[config.mk]
export PLATFORM = sky130hd
export DESIGN_NAME = alu_mul_seq
export DESIGN_NICKNAME = d
export VERILOG_FILES = /design/src/rtl/alu_mul_seq.sv
export SDC_FILE = /design/constraint.sdc
export NUM_CORES = 1
export LEC_CHECK = 0
export ABC_AREA = 0
export BUFFER_PORTS_ARGS = -buffer_cell sky130_fd_sc_hd__buf_2
export CAP_MARGIN = 10
export CORE_ASPECT_RATIO = 0.5
export CORE_MARGIN = 2
export CORE_UTILIZATION = 52
export CTS_BUF_LIST = sky130_fd_sc_hd__clkbuf_8
export DETAILED_ROUTE_END_ITERATION = 10
export PLACE_DENSITY = 0.87
export SLEW_MARGIN = 20
export SYNTH_ARGS = -nofsm -noshare
export SYNTH_HDL_FRONTEND = slang
export SYNTH_SLANG_ARGS = --single-unit
[constraint.sdc]
create_clock -name clk -period 2.57 [get_ports clk]
set_clock_uncertainty 0.2 [all_clocks]
set_input_delay 0.1285 -clock clk [delete_from_list [all_inputs] [get_ports clk]]
set_output_delay 0.1285 -clock clk [all_outputs]
set_load 0.005 [all_outputs]
[src/rtl/alu_mul_seq.sv]
// Sequential shift-and-add multiplier that borrows the shared ALU.
// Ports: clk, reset_n, start/op_a/op_b in, alu_* to/from ALU, busy/done/result/flags out.
module alu_mul_seq (
  input  logic        clk,
  input  logic        reset_n,
  input  logic        start,
  input  logic [31:0] op_a,
  input  logic [31:0] op_b,
  input  logic [31:0] alu_result,
  output logic        alu_req,
  output logic [3:0]  alu_ctrl,
  output logic [31:0] alu_a,
  output logic [31:0] alu_b,
  output logic        busy,
  output logic        done,
  output logic [31:0] result,
  output logic [1:0]  flags
);

  typedef enum logic [1:0] {
    IDLE = 2'd0,
    RUN  = 2'd1,
    DONE = 2'd2
  } state_t;

  localparam logic [3:0] ALU_ADD = 4'b0011;

  state_t      state, state_nx;
  logic [31:0] p, p_nx;
  logic [31:0] m, m_nx;
  logic [31:0] q, q_nx;
  logic [5:0]  cnt, cnt_nx;
  logic [31:0] res_nx;
  logic [1:0]  flags_nx;

  always_ff @(posedge clk) begin
    if (!reset_n) begin
      state  <= IDLE;
      p      <= '0;
      m      <= '0;
      q      <= '0;
      cnt    <= '0;
      result <= '0;
      flags  <= 2'b01;
    end else begin
      state  <= state_nx;
      p      <= p_nx;
      m      <= m_nx;
      q      <= q_nx;
      cnt    <= cnt_nx;
      result <= res_nx;
      flags  <= flags_nx;
    end
  end

  always_comb begin
    state_nx = state;
    p_nx     = p;
    m_nx     = m;
    q_nx     = q;
    cnt_nx   = cnt;
    res_nx   = result;
    flags_nx = flags;
    unique case (state)
      IDLE, DONE: begin
        if (start) begin
          p_nx   = '0;
          m_nx   = op_a;
          q_nx   = op_b;
          cnt_nx = '0;
          if (op_b == '0) begin
            state_nx = DONE;
            res_nx   = '0;
            flags_nx = 2'b01;
          end else begin
            state_nx = RUN;
          end
        end else begin
          state_nx = IDLE;
        end
      end
      RUN: begin
        p_nx   = alu_result;
        m_nx   = m << 1;
        q_nx   = q >> 1;
        cnt_nx = cnt + 6'd1;
        // Stop once no multiplier bits remain or all 32 are consumed.
        if (q[31:1] == '0 || cnt == 6'd31) begin
          state_nx = DONE;
          res_nx   = alu_result;
          flags_nx = {alu_result[31], alu_result == '0};
        end
      end
      default: state_nx = IDLE;
    endcase
  end

  // Outputs depend on registered state only.
  always_comb begin
    alu_ctrl = ALU_ADD;
    alu_req  = (state == RUN);
    busy     = (state == RUN);
    done     = (state == DONE);
    alu_a    = (state == RUN) ? p : '0;
    alu_b    = (state == RUN && q[0]) ? m : '0;
  end

endmodule

==> results.toml <==
[die]
num_io_pins = 204
dieArea_um2 = 12000
die_x_um = 153
rows = 27
start_util_pct = 53.0
die_y_um = 78.6
coreArea_um2 = 10900

[worst_setup_path]
r2r_cells = 6
cp.required_ps = 2700
crit_chain = "dlygate4sd3_1 -> buf_2 -> nor4_1 -> and4_1 -> a31oi_1 -> o21bai_2 -> buf_4 -> a32o_1"
crit_fanout = 34
reg2reg_slack_ps = 280
critical_path_buf_inv_count = 3
cp_top_family = "buffers and inverters"
crit_arrival_ps = 2510
critPathLaunch = "op_b[6]"
timing.rr.start = "q[8]$_SDFFE_PN0P_"
rr_endpoint = "result[11]$_SDFFE_PN0P_"
start_kind = "primary input"
end_kind = "register"
slowest_stage = "dlygate4sd3_1"
slowest_delay_ps = 530
path_class = "primary input to register"

[sta]
worst_pin_slew_ps = 696
slew_headroom_pct = 53.5
fmax_mhz = 420
finalSetupTns_ps = 0
grt_setup_unrepaired = "no"
hold_viol_final = 0
final_max_slew_viol_count = 0
timing.final.crit_share_pct = 92.6
setup_viol = 0
period_minus_slack_ps = 2380
layout_setup_ws_ps = 191

[layout]
area_growth_pct = 42.8
fin_area_um2 = 8260
nets = 1028
fin_cells = 1086
fillers = 721
multi_input_area_um2 = 2700
regArea_um2 = 2740
drive_gt1_share_pct = 27.9

[placement]
dpl_cell_area_um2 = 6770
placed_cells = 949
post-place-ws_ps = 495
place.gp.congestion = 0.824
portBuffers = 199
hpwl_um = 10600

[yosys]
synth-seq-area-share_pct = 47.4
syn-instance-count = 661
ys_warn_count = 0
syn_area_um2 = 5780
synth_cell_types = 36
synth-seq-cells = 137
avgSynthCellArea_um2 = 8.75

[min_path]
hold-path-endpoint = "p[0]$_SDFFE_PN0P_"
hold_path.class = "primary input to register"
min_from = "reset_n"
whs_path_depth = 3

[clocking]
cts_buffers = 17
clk_pin_slew_ps = 80
postCtsResizedCells = 0
clockBufferDepth = 2
clk_latency_ps = 440
cts_num_sinks = 137
cts_tree = "done"
post-cts-setup-buffer-count = 0
cts_root_buf = "clkbuf_8"
htreeDepth = 4

[route]
remaining_drc_errors = 0
via_per_inst = 6.10
antenna_left = 0
drt_iter0_drc = 957
dr.pass1.iters = 6
vias = 6622
wire_per_inst_um = 18.8
routed_wl_um = 20400

[power]
p_sw_share_pct = 28.5
powerDensity_nw_per_um2 = 620
p_int_mw = 3.66
p_switching_mw = 1.46
p_comb_share_pct = 15.8
pwr-share-clk_pct = 38.3
vdd_drop_max_mv = 0.481
leakage_nw = 3.79
power_mw = 5.12
pwr-share-seq_pct = 45.9

[grt]
grt_pass1_vias = 6363
grt_pass1_wl_um = 32600
grt_util_all_layers_pct = 33.5
antenna_found_initial = 1
grt_max_degree = 91
grt_overflow_total = 0

[status]
status = "completed"

[job]
maxCapViolCount = 0
## cells in the mapped netlist
| master | count | share of area, % |
|---|---|---|
| dfxtp_1 | 137 | 47 |
| nand2_1 | 94 | 6.1 |
| nor2_1 | 74 | 4.8 |
| a22oi_1 | 66 | 8.6 |
| clkbuf_1 | 37 | 2.4 |
| a21oi_1 | 36 | 3.1 |
| and3_1 | 33 | 3.6 |
| and2_1 | 32 | 3.5 |
| a311oi_1 | 31 | 4.7 |
| nor4_1 | 23 | 2.5 |
| a32o_1 | 20 | 3.5 |
| buf_1 | 14 | 0.91 |
| a32o_2 | 12 | 2.3 |
| nand4_1 | 7 | 0.76 |
| buf_2 | 6 | 0.52 |
| buf_4 | 6 | 0.78 |
| buf_6 | 5 | 0.97 |
| a31oi_1 | 2 | 0.22 |
| and4_1 | 2 | 0.30 |
| buf_8 | 2 | 0.52 |
| conb_1 | 2 | 0.13 |
| inv_1 | 2 | 0.13 |
| nand2b_1 | 2 | 0.22 |
| nand3_1 | 2 | 0.17 |
| nor2b_1 | 2 | 0.22 |
| o21a_1 | 2 | 0.26 |
| a211oi_1 | 1 | 0.13 |
| ha_1 | 1 | 0.22 |
| inv_2 | 1 | 0.065 |
| nor3_1 | 1 | 0.086 |
| o2111a_1 | 1 | 0.19 |
| o211ai_1 | 1 | 0.13 |
| o21bai_2 | 1 | 0.19 |
| o22ai_2 | 1 | 0.22 |
| or2_2 | 1 | 0.11 |
| or3_1 | 1 | 0.11 |
## metal layers
metal  GRT usage [%]  share of wire, %  vias up
met5               0                 0        -
met4            15.2               5.0        0
met3            8.61               9.1      122
met2            56.2                46      460
met1            41.1                40     3095
li1                -                 -     2945
## layout by cell type (no fill, tap or decap), types with 3 or more instances in the layout
cell type and n:
clkinv_4 3, nor4_1 23, nand2_1 94, a22oi_1 66, bufinv_16 4, nor2_1 73
a32o_1 20, and3_1 33, buf_12 4, a21oi_1 36, clkinv_2 3, and2_1 32
nand4_1 7, a32o_2 12, dfxtp_1 137, dlygate4sd3_1 105, clkbuf_8 17, inv_6 3
a311oi_1 31, buf_4 8, buf_2 199, conb_1 4
## worst max path at each step
stage                     cells after the start  slack, ps                 endpoint
final                                         8        190  result[11]$_SDFFE_PN0P_
after global routing                          8        130   result[1]$_SDFFE_PN0P_
after CTS                                     8        360  result[11]$_SDFFE_PN0P_
after detailed placement                      7        490  result[11]$_SDFFE_PN0P_
after global placement                        7        530   result[1]$_SDFFE_PN0P_
after floorplan                               6        790  result[22]$_SDFFE_PN0P_
## per-stage QoR
stage	util, %	hold slack (ps)
final	75.7	42.5
after floorplan	-	54.3
after CTS	75.7	24.2
after detailed placement	62.1	178
after global placement	62.1	173
after global routing	75.7	72.6
## power groups by stage
stage	logic, mW	registers (mW)	clock network (mW)
finish	0.808	2.35	1.96
global route	0.875	2.36	2.06
CTS	0.764	2.34	1.96
floorplan	0.426	2.36	0
detailed placement	0.636	2.38	0
global placement	0.622	2.38	0
## kinds of logic after synthesis
logic type                 count (synthesis)  synth area share [%]
DFF                                      137                  47.4
AOI/OAI and AO/OA                        174                  23.5
and+or+nand+nor                          274                  22.4
buffers and inverters                     73                  6.30
other                                      2                 0.130
adders and majority gates                  1                 0.216
## area by class of cell
| cell class | count | share of cell area, % |
|---|---|---|
| sequential | 137 | 33.2 |
| multi-input combinational | 453 | 32.7 |
| timing repair buffer | 316 | 26.5 |
| clock buffer | 17 | 2.83 |
| clock inverter | 14 | 2.39 |
| tap | 145 | 2.20 |
| inverter | 3 | 0.152 |
| antenna | 1 | 0.0303 |
## worst register-to-register path, cell delays in order (launching register included)
cell and delay, ps:
dfxtp_1 350, nor4_1 420, nand4_1 190, o22ai_2 320, o21bai_2 90, buf_4 280
a32o_1 340
## timing repair
action                                 4_1_cts  5_1_grt
hold buffers                               105        0
setup endpoints to repair                    0        0
endpoints found under the hold margin      129        0
## flip-flops by register name, summed over array words and instances, names as in the netlist
name,cells
cnt,6
m,32
p,32
state,2
result,32
flags,1
q,32
Note: power is estimated with default switching activity, not from simulation.
